`config.mk`:
```
export PLATFORM = sky130hd
export DESIGN_NAME = regbus_arbiter_flat
export DESIGN_NICKNAME = d
export VERILOG_FILES = /design/src/rtl/regbus_arbiter_if.sv /design/src/rtl/regbus_arbiter.sv /design/src/flat_wrapper.sv
export SDC_FILE = /design/constraint.sdc
export NUM_CORES = 1
export LEC_CHECK = 0
export BUFFER_PORTS_ARGS = -buffer_cell sky130_fd_sc_hd__buf_2
export CAP_MARGIN = 20
export CORE_MARGIN = 5
export CORE_UTILIZATION = 50
export CTS_CLUSTER_DIAMETER = 40
export DETAILED_ROUTE_END_ITERATION = 8
export PLACE_DENSITY = 0.93
export SYNTH_ARGS = -nofsm -noshare
export SYNTH_HDL_FRONTEND = slang
export SYNTH_SLANG_ARGS = --single-unit
```
`constraint.sdc`:
```
create_clock -name clk -period 2.8 [get_ports clk]
set_input_delay 0 -clock clk [delete_from_list [all_inputs] [get_ports clk]]
set_output_delay 0 -clock clk [all_outputs]
set_load 0.005 [all_outputs]
```
`src/rtl/regbus_arbiter_if.sv`:
```
`default_nettype none
// ---------------------------------------------------------------------------
// regbus_arbiter_if : one master's request/response channel to the arbiter
// Rev 1.0
// ---------------------------------------------------------------------------
interface regbus_arbiter_if;
  logic        req;
  logic        rwn;
  logic [3:0]  addr;
  logic [3:0]  wben;
  logic [31:0] wdata;
  logic        ack;
  logic        err;
  logic [31:0] rdata;

  modport master (output req, rwn, addr, wben, wdata, input ack, err, rdata);
  modport slave  (input req, rwn, addr, wben, wdata, output ack, err, rdata);
endinterface
`default_nettype wire

```
`src/rtl/regbus_arbiter.sv`:
```
`default_nettype none
// ---------------------------------------------------------------------------
// regbus_arbiter : two-master arbiter/sequencer onto the peripheral register file
// Rev 1.0
// ---------------------------------------------------------------------------
module regbus_arbiter #(
  parameter int          FIXED_PRIO = 0,
  parameter logic [15:0] M1_WP_MASK = 16'h0000,
  parameter int          NUM_REGS   = 13
) (
  input  logic                   clk,
  input  logic                   reset_n,
  regbus_arbiter_if.slave        m0,
  regbus_arbiter_if.slave        m1,
  output logic [3:0]             rf_addr,
  output logic [3:0]             rf_wben,
  output logic                   rf_r_wn,
  output logic [31:0]            rf_wdata,
  input  logic [31:0]            rf_rdata,
  output logic                   busy
);

  localparam logic [4:0] NUM_REGS_W = 5'(NUM_REGS);

  typedef enum logic [1:0] {
    IDLE   = 2'd0,
    ACCESS = 2'd1,
    RESP   = 2'd2
  } state_t;

  state_t      state;
  logic        sel;          // 0 = m0, 1 = m1
  logic        last_grant;
  logic        pend_rwn;
  logic        pend_unmapped;
  logic        pend_err;

  logic        grant_any;
  logic        grant_m1;
  logic        win_rwn;
  logic [3:0]  win_addr;
  logic [3:0]  win_wben;
  logic [31:0] win_wdata;
  logic        win_unmapped;
  logic        win_wp;
  logic        win_drop;
  logic [31:0] read_value;

  always_comb begin
    grant_any = m0.req | m1.req;
    if (FIXED_PRIO != 0)
      grant_m1 = m1.req & ~m0.req;
    else
      grant_m1 = m1.req & (~m0.req | ~last_grant);

    win_rwn   = grant_m1 ? m1.rwn   : m0.rwn;
    win_addr  = grant_m1 ? m1.addr  : m0.addr;
    win_wben  = grant_m1 ? m1.wben  : m0.wben;
    win_wdata = grant_m1 ? m1.wdata : m0.wdata;

    win_unmapped = ({1'b0, win_addr} >= NUM_REGS_W);
    win_wp       = grant_m1 & M1_WP_MASK[win_addr];
    win_drop     = ~win_rwn & (win_unmapped | win_wp);

    read_value = (pend_rwn & ~pend_unmapped) ? rf_rdata : 32'h0;
  end

  // Dropped writes are converted to reads at grant so the register file
  // never sees a write strobe for them.
  always_ff @(posedge clk or negedge reset_n) begin
    if (!reset_n) begin
      state         <= IDLE;
      sel           <= 1'b0;
      last_grant    <= 1'b1;
      pend_rwn      <= 1'b1;
      pend_unmapped <= 1'b0;
      pend_err      <= 1'b0;
      rf_addr       <= 4'h0;
      rf_wben       <= 4'h0;
      rf_r_wn       <= 1'b1;
      rf_wdata      <= 32'h0;
      busy          <= 1'b0;
      m0.ack        <= 1'b0;
      m0.err        <= 1'b0;
      m0.rdata      <= 32'h0;
      m1.ack        <= 1'b0;
      m1.err        <= 1'b0;
      m1.rdata      <= 32'h0;
    end else begin
      case (state)
        IDLE: begin
          if (grant_any) begin
            sel           <= grant_m1;
            last_grant    <= grant_m1;
            pend_rwn      <= win_rwn;
            pend_unmapped <= win_unmapped;
            pend_err      <= win_unmapped | (win_wp & ~win_rwn);
            rf_addr       <= win_addr;
            rf_wdata      <= win_wdata;
            rf_r_wn       <= win_rwn | win_drop;
            rf_wben       <= (win_rwn | win_drop) ? 4'h0 : win_wben;
            busy          <= 1'b1;
            state         <= ACCESS;
          end
        end
        ACCESS: begin
          rf_r_wn <= 1'b1;
          rf_wben <= 4'h0;
          if (sel) begin
            m1.ack   <= 1'b1;
            m1.err   <= pend_err;
            m1.rdata <= read_value;
          end else begin
            m0.ack   <= 1'b1;
            m0.err   <= pend_err;
            m0.rdata <= read_value;
          end
          state <= RESP;
        end
        RESP: begin
          m0.ack <= 1'b0;
          m0.err <= 1'b0;
          m1.ack <= 1'b0;
          m1.err <= 1'b0;
          busy   <= 1'b0;
          state  <= IDLE;
        end
        default: state <= IDLE;
      endcase
    end
  end

endmodule
`default_nettype wire

```
`src/flat_wrapper.sv`:
```
// flat-port wrapper written by rule: the top's interface ports become plain ports
module regbus_arbiter_flat 
#(
  parameter int          FIXED_PRIO = 0,
  parameter logic [15:0] M1_WP_MASK = 16'h0000,
  parameter int          NUM_REGS   = 13
)
  (clk, reset_n, rf_addr, rf_wben, rf_r_wn, rf_wdata, rf_rdata, busy, m0_req, m0_rwn, m0_addr, m0_wben, m0_wdata, m0_ack, m0_err, m0_rdata, m1_req, m1_rwn, m1_addr, m1_wben, m1_wdata, m1_ack, m1_err, m1_rdata);
  regbus_arbiter_if m0_i ();
  regbus_arbiter_if m1_i ();
  input  logic clk;
  input  logic reset_n;
  output logic [3:0] rf_addr;
  output logic [3:0] rf_wben;
  output logic rf_r_wn;
  output logic [31:0] rf_wdata;
  input  logic [31:0] rf_rdata;
  output logic busy;
  input wire logic [$bits(m0_i.req)-1:0] m0_req;
  input wire logic [$bits(m0_i.rwn)-1:0] m0_rwn;
  input wire logic [$bits(m0_i.addr)-1:0] m0_addr;
  input wire logic [$bits(m0_i.wben)-1:0] m0_wben;
  input wire logic [$bits(m0_i.wdata)-1:0] m0_wdata;
  output wire logic [$bits(m0_i.ack)-1:0] m0_ack;
  output wire logic [$bits(m0_i.err)-1:0] m0_err;
  output wire logic [$bits(m0_i.rdata)-1:0] m0_rdata;
  input wire logic [$bits(m1_i.req)-1:0] m1_req;
  input wire logic [$bits(m1_i.rwn)-1:0] m1_rwn;
  input wire logic [$bits(m1_i.addr)-1:0] m1_addr;
  input wire logic [$bits(m1_i.wben)-1:0] m1_wben;
  input wire logic [$bits(m1_i.wdata)-1:0] m1_wdata;
  output wire logic [$bits(m1_i.ack)-1:0] m1_ack;
  output wire logic [$bits(m1_i.err)-1:0] m1_err;
  output wire logic [$bits(m1_i.rdata)-1:0] m1_rdata;
  assign m0_i.req = m0_req;
  assign m0_i.rwn = m0_rwn;
  assign m0_i.addr = m0_addr;
  assign m0_i.wben = m0_wben;
  assign m0_i.wdata = m0_wdata;
  assign m0_ack = m0_i.ack;
  assign m0_err = m0_i.err;
  assign m0_rdata = m0_i.rdata;
  assign m1_i.req = m1_req;
  assign m1_i.rwn = m1_rwn;
  assign m1_i.addr = m1_addr;
  assign m1_i.wben = m1_wben;
  assign m1_i.wdata = m1_wdata;
  assign m1_ack = m1_i.ack;
  assign m1_err = m1_i.err;
  assign m1_rdata = m1_i.rdata;
  regbus_arbiter #(.FIXED_PRIO(FIXED_PRIO), .M1_WP_MASK(M1_WP_MASK), .NUM_REGS(NUM_REGS)) u_core (.clk(clk), .reset_n(reset_n), .m0(m0_i), .m1(m1_i), .rf_addr(rf_addr), .rf_wben(rf_wben), .rf_r_wn(rf_r_wn), .rf_wdata(rf_wdata), .rf_rdata(rf_rdata), .busy(busy));
endmodule
```
==> reports/metrics.csv, run 1 <==
metric,value,unit
Worst-path clk slew,0.06,ns
Die Wd,108.4,um
vias in the first global route,5202,
FF-to-FF End,u_core.rf_wben[1]$_DFFE_PN0P_,
RD Place Congestion,0.7881,
crit path buf inv count,2,
"flops & latches, synth",116,
# Post-CTS Setup Buffers,0,
worst reg2reg path depth,5,
gr usage total,28.59,%
Synth Instances,476,
post-route ant nets,0,
CTS buffer count,17,
worst hold margin,0.04850,ns
CTS sink cnt,116,
Simple-Gate Fraction of Synth Area,13.32,%
sequential-to-total area share from yosys stat,60.07,%
cell family with most CP delay,buffers and inverters,
largest net degree at the start of global routing,68,
Netlist cell types,34,
"critical path fanouts, max",29,
number of DRC markers in iteration 0,369,
core area,9594,um2
Critical Path Sink Type,flop,
row count,36,
Main synth FF type,dfrtp_1,
"Hold-fix buffers, CTS",117,
routed via count,4980,
Leak,3.911,nW
RSZ-0062 raised after global routing,no,
fin nets,928,
Critical Path AT,2.83,ns
xor/xnor share of the synthesized area,0,%
first-pass GRT wire length,25.97,mm
"setup slack, reg-to-reg",0.34,ns
syn avg cell area,10.16,um2
Adder-Cell Fraction of Synth Area,0,%
final hold vios,0,
first drt pass iteration count,5,
"EDFF count, synth",0,
Post-Route WL,16.80,mm
Max Fclk,406.6,MHz
CP required,3.17,ns
post-synthesis mux area share,8.715,%
final slew viol count,0,
H-tree depth,4,
top cell type's share of synthesized area,58.44,%
"top cells by area, synth","dfrtp_1 (58%), mux2i_1 (8.5%), nand2_1 (8.1%)",
Setup TNS,0,ns
reg2reg start,u_core.last_grant$_DFFE_PN1P_,
Least-Margin Pin Slew,0.8098,ns
die area,11740,um2
max incr delay on CP,0.65,ns
WL per Instance,17.57,um
grt total ovfl,0,
Rel. slew slack,45.88,%
Layout Area Growth over Synthesis,62.01,%
launch point of the worst path,u_core.last_grant$_DFFE_PN1P_,
slowest CP cell,a21boi_4,
final number of setup-violating endpoints,0,
minimum clock period,2.459,ns
Setup CP Type,flop to flop,
number of diodes,0,
type of the most critical hold path,input pin to async pin,
CTS tree,yes,
startpoint types,flop,
syn nets,594,
vias per cell,5.209,
VDD IR max,0.6556,mV
main combinational cell family by area after synthesis,compound AO/OA/AOI/OAI gates,
crit-path cells,a21boi_4 -> buf_12 -> mux2i_1 -> dlygate4sd3_1 -> o31ai_1,
"Gates resized, CTS repair",0,
port bufs,227,
layout cells sized above 1,33.66,%
starting density of the core,50.43,%
antenna violations before repair,0,
# DRC,0,
Die Ht,108.4,um
"Warnings, synthesis",0,
total chip power,0.007857,W
Post-Syn Area,4838,um2
worst clock skew,0.008805,ns
status,completed,
Clock Root Buffer,clkbuf_8,
Boundary Pins,228,
PwrDens,1002,nW/um2
Clock Latency Late Sink,0.51,ns
cell taking the most area after synthesis,dfrtp_1,
maximum clock path buffer count,2,
Final Util,81.70,%
complex-gate fraction of the synthesized area,13.71,%
Post-synth ARST share,100.0,%
HPWL after detailed placement,9.226,mm
maxcap violations,0,
Final Cycle Share,87.83,%
==> layer usage <==
| layer | global-route usage, % | vias to the layer above | wire length [um] |
|---|---|---|---|
| met5 | 0 | - | 0 |
| met4 | 15.87 | 0 | 720 |
| met2 | 51.29 | 287 | 9029 |
| met3 | 6.269 | 72 | 1263 |
| li1 | - | 2270 | - |
| met1 | 31.27 | 2351 | 5781 |
==> flip-flops by register name, indices dropped and copies added, names as in the netlist, 2 cells and up <==
name,cells
u_core.rf_addr,4
u_core.m1.rdata,32
u_core.rf_wdata,32
u_core.state,2
u_core.m0.rdata,32
u_core.rf_wben,4
==> synth_stat cells (all sizes together) (3+ instances only) <==
| master | count |
|---|---|
| mux2i | 41 |
| a21oi | 41 |
| buf | 23 |
| nor2 | 44 |
| o21ai | 68 |
| o31ai | 4 |
| dfstp | 3 |
| dfrtp | 113 |
| inv | 4 |
| clkbuf | 10 |
| nand2 | 106 |
==> kinds of logic (layout without fill, tap and decap cells) <==
logic type             Yosys count  count (layout)
muxes                           42              42
and+or+nand+nor                157             157
AOI/OAI and AO/OA              124             124
DFF                            116             116
buffers and inverters           37             384
==> power by group <==
group	switching, W	internal (W)
Sequential	0.000433	0.00236
Clock	0.000799	0.00148
Combinational	0.00159	0.00119
==> how the worst max path moves through the flow <==
stage / to / slack, ns / cells past startpoint
after floorplan: u_core.m0.rdata[3]$_DFFE_PN0P_ / 1.43 / 5
after global placement: u_core.rf_r_wn$_DFFE_PN1P_ / 1.02 / 5
after detailed placement: u_core.rf_r_wn$_DFFE_PN1P_ / 0.93 / 5
after CTS: u_core.rf_wben[2]$_DFFE_PN0P_ / 0.48 / 5
after global routing: u_core.rf_wben[1]$_DFFE_PN0P_ / 0.25 / 5
final: u_core.rf_wben[1]$_DFFE_PN0P_ / 0.34 / 5
==> placed cells by master, fill, tap and decap left out, drive strengths merged, types with 2 or more instances in the layout <==
master / count
inv: 7
a31oi: 2
clkbuf: 18
bufinv: 4
dlygate4sd3: 117
nand2: 106
nor2: 44
mux2i: 41
o211ai: 2
dfstp: 3
o21ai: 68
nor2b: 2
dfrtp: 113
o31ai: 4
a21oi: 41
buf: 231
a21o: 2
clkinv: 6
==> through the flow <==
| step | setup WS (ns) | instances | area (um2) |
|---|---|---|---|
| final | 0.3409 | 956 | 7839 |
| after global routing | 0.2510 | 956 | 7839 |
| after CTS | 0.4751 | 956 | 7839 |
| after detailed placement | 0.9296 | 807 | 6038 |
| after global placement | 1.015 | 807 | 6038 |
| after floorplan | 1.433 | 476 | 4838 |
==> final cells by class <==
type                            instances  area [um2]
Inverter                                4       15.01
Fill cell                             550        1755
Clock buffer                           18       427.9
Sequential cell                       116        2907
Tap cell                              133       166.4
Multi-Input combinational cell        323        1744
Clock inverter                         14       201.4
Timing Repair Buffer                  348        2377
Note: power is estimated with default switching activity, not from simulation.
==> run 2: changes to the inputs <==
- PLACE_DENSITY: 0.93 -> 0.85
==> reports/metrics.csv, run 2 (synthesis gave the netlist of run 1 again) <==
metric,value,unit,change
post-route ant nets,0,,unchanged
# Post-CTS Setup Buffers,0,,unchanged
met1 wire length,6.004,mm,+3.9%
"critical path fanouts, max",34,,+17%
CTS sink cnt,116,,unchanged
final non-filler cell total,956,,unchanged
crit path buf inv count,2,,unchanged
Critical Path AT,2.74,ns,-0.09 ns
Post-Route WL,17.00,mm,+1.2%
Least-Margin Pin Slew,0.9270,ns,+0.1172 ns
reg2reg start,u_core.last_grant$_DFFE_PN1P_,,
slowest CP cell,dlygate4sd3_1,,
vias per cell,5.210,,about the same
Setup CP Type,flop to flop,,
die area,11740,um2,unchanged
"commonest non-fill, non-tap cell in the layout",buf_2,,
# DRC,0,,unchanged
Clock Root Buffer,clkbuf_8,,
final slew viol count,0,,unchanged
Worst-path clk slew,0.06,ns,about the same
type of the most critical hold path,input pin to flop,,
status,completed,,
maximum clock path buffer count,2,,unchanged
HPWL after detailed placement,9.864,mm,+6.9%
routed wl met2,9.008,mm,-0.23%
CTS tree,yes,,
"Gates resized, CTS repair",0,,unchanged
routed via count,4981,,+0.020%
WL per Instance,17.78,um,+1.2%
row count,36,,unchanged
first drt pass iteration count,5,,unchanged
fin nets,929,,+0.11%
grt total ovfl,0,,unchanged
core area,9594,um2,unchanged
startpoint types,flop,,
RD Place Congestion,0.8265,,+4.9%
Die Ht,108.4,um,unchanged
CTS buffer count,17,,unchanged
RSZ-0062 raised after global routing,no,,
Setup TNS,0,ns,unchanged
"setup slack, reg-to-reg",0.44,ns,+0.10 ns
max incr delay on CP,0.62,ns,-0.03 ns
Clock Latency Late Sink,0.50,ns,about the same
placed insts,808,,+0.12%
WL met3,1.255,mm,-0.63%
crit-path cells,a21boi_4 -> buf_12 -> mux2i_1 -> dlygate4sd3_1 -> o31ai_1,,
final hold vios,0,,unchanged
gr usage total,28.89,%,+0.30 points
starting density of the core,50.43,%,unchanged
Layout Area Growth over Synthesis,61.11,%,
Leak,3.889,nW,-0.56%
number of DRC markers in iteration 0,366,,-0.81%
PwrDens,993.1,nW/um2,-0.92%
Rel. slew slack,38.20,%,-7.7 points
antenna violations before repair,1,,+1
H-tree depth,4,,unchanged
DR top layer,met4,,
largest net degree at the start of global routing,74,,+8.8%
cell family with most CP delay,buffers and inverters,,
"worst slack, placed",0.9610,ns,+0.03131 ns
CP required,3.17,ns,about the same
worst clock skew,0.007480,ns,-0.001325 ns
"Hold-fix buffers, CTS",117,,unchanged
worst reg2reg path depth,5,,unchanged
Largest regs,"u_core.m0.rdata (32), u_core.m1.rdata (32), u_core.rf_wdata (32)",,
Final Worst Setup Slack,0.4367,ns,+0.09583 ns
vias in the first global route,5174,,-0.54%
VDD IR max,0.7002,mV,+6.8%
first-pass GRT wire length,25.94,mm,-0.13%
Die Wd,108.4,um,unchanged
maxcap violations,0,,unchanged
final number of setup-violating endpoints,0,,unchanged
layout cells sized above 1,33.45,%,-0.20 points
Final Cycle Share,84.40,%,-3.4 points
WHS Path Cells,2,,
Critical Path Sink Type,flop,,
FF-to-FF End,u_core.rf_wben[0]$_DFFE_PN0P_,,
most frequent cells in the layout,"buf_2 (226), dlygate4sd3_1 (117), dfrtp_1 (113)",,
port bufs,227,,unchanged
Max Fclk,423.1,MHz,+4.1%
minimum clock period,2.363,ns,-0.09583 ns
Boundary Pins,228,,unchanged
HP Start,m1_req,,
WHS Endpoint,u_core.state[0]$_DFFE_PN0P_,,
-- run 2: cell count changes in the layout (fill, tap and decap cells not counted), sizes merged --
cell / previous run / this run
clkinv: 6 / 4
clkbuf: 18 / 21
inv: 7 / 4
clkinvlp: 1 / 2
diode: 0 / 1
bufinv: 4 / 3
buf: 231 / 232
-- run 2: worst max path at each step --
stage	cells after the start	endpoint	from	slack, ns
after floorplan	5	u_core.m0.rdata[3]$_DFFE_PN0P_	u_core.pend_rwn$_DFFE_PN1P_	1.43
after global placement	5	u_core.rf_r_wn$_DFFE_PN1P_	u_core.state[1]$_DFFE_PN0P_	1.08
after detailed placement	5	u_core.rf_r_wn$_DFFE_PN1P_	u_core.state[1]$_DFFE_PN0P_	0.96
after CTS	5	u_core.rf_wdata[7]$_DFFE_PN0P_	u_core.last_grant$_DFFE_PN1P_	0.57
after global routing	5	u_core.rf_wben[0]$_DFFE_PN0P_	u_core.last_grant$_DFFE_PN1P_	0.35
final	5	u_core.rf_wben[0]$_DFFE_PN0P_	u_core.last_grant$_DFFE_PN1P_	0.44
-- run 2: area by class of cell --
type | count | area, um2
sequential | 116 | 2907
clock inverter | 9 | 128.9
inverter | 4 | 15.01
multi-input combinational | 323 | 1744
timing repair buffer | 349 | 2372
antenna | 1 | 2.502
fill | 536 | 1799
clock buffer | 21 | 459.2
tap | 133 | 166.4
-- run 2: routing by layer --
metal / up-vias / GRT usage, %
met3: 67 / 7.522
li1: 2281 / -
met1: 2369 / 30.72
met2: 264 / 51.64
met5: - / 0
met4: 0 / 16.59
-- run 2: per-stage QoR --
step / hold slack (ns) / power, W / cell area (um2) / util (%)
6_report: 0.05022 / 0.007741 / 7795 / 81.25
4_1_cts: 0.02282 / 0.007620 / 7792 / 81.22
3_3_place_gp: 0.1708 / 0.005102 / 6033 / 62.88
3_5_place_dp: 0.1832 / 0.005268 / 6033 / 62.88
5_1_grt: 0.04882 / 0.008216 / 7795 / 81.25
2_1_floorplan: -0.2956 / 0.004194 / 4838 / -
-- run 2: power by group --
part	internal (W)	switching [W]
Clock	0.00141	0.000724
Sequential	0.00237	0.000435
Combinational	0.00119	0.00162
Total	0.00497	0.00277
==> run 3: changes to the inputs <==
- CORE_UTILIZATION: 50 -> 42
- PLACE_DENSITY: 0.85 -> 0.76
- clock period: 2.8 -> 2.05 ns (I/O delays scaled with it)
==> reports/metrics.csv, run 3 (synthesis gave the netlist of run 1 again) <==
metric,value,unit,change
vias per cell,4.887,,-6.2%
PwrDens,1319,nW/um2,+33%
Worst-path clk slew,0.05,ns,about the same
fin area,7905,um2,+1.4%
core area,11370,um2,+19%
first drt pass iteration count,7,,+2
starting density of the core,42.56,%,-7.9 points
final number of setup-violating endpoints,0,,unchanged
post-route ant nets,0,,unchanged
Die Ht,117.3,um,+8.3%
CTS tree,yes,,
vias in the first global route,4855,,-6.2%
Critical Path AT,2.31,ns,-0.43 ns
routed via count,4770,,-4.2%
area of the multi-input gates,1744,um2,unchanged
largest net degree at the start of global routing,117,,+58%
CTS sink cnt,116,,unchanged
cell family with most CP delay,buffers and inverters,,
register area,2907,um2,unchanged
WL per Instance,15.93,um,-10%
final hold vios,0,,unchanged
fin nets,936,,+0.75%
Setup CP Type,flop to flop,,
WHS Endpoint,u_core.pend_err$_DFFE_PN0P_,,
"setup slack, reg-to-reg",0.04,ns,-0.40 ns
Critical Path Sink Type,flop,,
Setup TNS,0,ns,unchanged
type of the most critical hold path,input pin to flop,,
# DRC,0,,unchanged
WHS Path Cells,4,,+2
VDD IR max,0.9230,mV,+32%
crit-path cells,a21boi_4 -> buf_12 -> clkbuf_16 -> mux2i_1 -> dlygate4sd3_1 -> o31ai_1,,
area of placed instances,6066,um2,+0.54%
"commonest non-fill, non-tap cell in the layout",buf_2,,
Layout Area Growth over Synthesis,63.38,%,
RD Place Congestion,0.7935,,-4.0%
Final Cycle Share,98.06,%,+14 points
H-tree depth,4,,unchanged
# fillers,823,,+54%
row count,39,,+8.3%
maxcap violations,0,,unchanged
port bufs,227,,unchanged
status,completed,,
startpoint types,flop,,
most frequent cells in the layout,"buf_2 (226), dlygate4sd3_1 (117), dfrtp_1 (113)",,
CTS buffer count,17,,unchanged
Max Fclk,497.4,MHz,+18%
Rel. slew slack,59.99,%,+22 points
layout cells sized above 1,34.06,%,+0.60 points
reg2reg start,u_core.last_grant$_DFFE_PN1P_,,
launch point of the worst path,u_core.last_grant$_DFFE_PN1P_,,
grt total ovfl,0,,unchanged
Die Wd,117.3,um,+8.3%
crit path buf inv count,3,,+1
worst reg2reg path depth,6,,+1
final slew viol count,0,,unchanged
minimum clock period,2.010,ns,-0.3530 ns
antenna violations before repair,2,,+1
Largest regs,"u_core.m0.rdata (32), u_core.m1.rdata (32), u_core.rf_wdata (32)",,
first-pass GRT wire length,24.87,mm,-4.1%
Clock Root Buffer,clkbuf_16,,
"critical path fanouts, max",16,,-53%
maximum clock path buffer count,2,,unchanged
HP Start,m0_addr[3],,
worst clock skew,0.007979,ns,+0.0004989 ns
number of DRC markers in iteration 0,274,,-25%
Post-Route WL,15.54,mm,-8.5%
Least-Margin Pin Slew,0.6002,ns,-0.3268 ns
Boundary Pins,228,,unchanged
FF-to-FF End,u_core.rf_wben[3]$_DFFE_PN0P_,,
RSZ-0062 raised after global routing,no,,
max incr delay on CP,0.56,ns,-0.06 ns
placed insts,819,,+1.4%
HPWL after detailed placement,9.121,mm,-7.5%
CP required,2.35,ns,-0.82 ns
Clock Latency Late Sink,0.40,ns,-0.10 ns
gr usage total,21.92,%,-7.0 points
Leak,3.933,nW,+1.1%
slowest CP cell,dfstp_2,,
die area,13770,um2,+17%
final non-filler cell total,976,,+2.1%
## run 3: cell types whose count changed in the layout (fill, tap and decap cells not counted)
cell        before  now
buf_12           2    4
clkbuf_8         4    2
clkinv_2         3    2
clkbuf_1         1    2
clkinv_4         1    3
diode_2          1    2
bufinv_16        3    2
buf_4            4    8
clkbuf_16       16   18
inv_6            0    1
clkinvlp_4       2    3
## run 3: timing repair
item | CTS | global route
buffers inserted | 0 | 5
hold buffers | 117 | 0
setup endpoints to repair | 0 | 20
gates resized for setup | 0 | 0
hold endpoints to repair | 219 | 0
## run 3: power breakdown
group	switching [W]	total [W]	internal [W]
registers	0.000566	0.00380	0.00323
logic	0.00205	0.00374	0.00168
clock network	0.00104	0.00290	0.00186
## run 3: final cells by class
type / instances / share of cell area [%]
Multi-Input combinational cell: 323 / 22.06
Inverter: 4 / 0.1899
Timing Repair Buffer: 356 / 31.21
Sequential cell: 116 / 36.77
Tap cell: 143 / 2.263
Clock inverter: 11 / 1.614
Clock buffer: 21 / 5.825
Antenna cell: 2 / 0.06331
## run 3: through the flow
stage	power (W)	utilization, %	setup slack (ns)	hold WS, ns
6_report	0.01043	69.53	0.03971	0.08284
4_1_cts	0.01038	68.82	0.03947	0.07276
3_5_place_dp	0.007167	53.35	0.4374	0.1357
3_3_place_gp	0.006993	53.35	0.5315	0.1281
2_1_floorplan	0.005729	-	0.6834	-0.2956
5_1_grt	0.01113	69.53	0.01796	0.1062
## run 3: how the worst max path moves through the flow
stage                                                 end  slack [ns]  depth (start not counted)
after floorplan            u_core.m0.rdata[3]$_DFFE_PN0P_        0.68                          5
after global placement    u_core.m0.rdata[13]$_DFFE_PN0P_        0.53                          4
after detailed placement   u_core.m0.rdata[0]$_DFFE_PN0P_        0.44                          4
after CTS                   u_core.rf_wben[0]$_DFFE_PN0P_        0.04                          5
after global routing          u_core.pend_rwn$_DFFE_PN1P_        0.02                          7
final                       u_core.rf_wben[3]$_DFFE_PN0P_        0.04                          6
## run 3: per-layer routing
layer / routed length (um) / vias to the layer above / GRT usage (%) / part of all wire, %
li1: - / 2294 / - / -
met1: 6164 / 2229 / 25.23 / 40
met2: 7949 / 204 / 37.45 / 51
met3: 945 / 43 / 6.737 / 6.1
met4: 483 / 0 / 9.645 / 3.1
met5: 0 / - / 0 / 0
## run 3: worst reg2reg max path: stages, from the launching register on
cell and delay, ns:
dfstp_2 0.56, a21boi_4 0.09, buf_12 0.14, clkbuf_16 0.19, mux2i_1 0.13, dlygate4sd3_1 0.56
o31ai_1 0.23
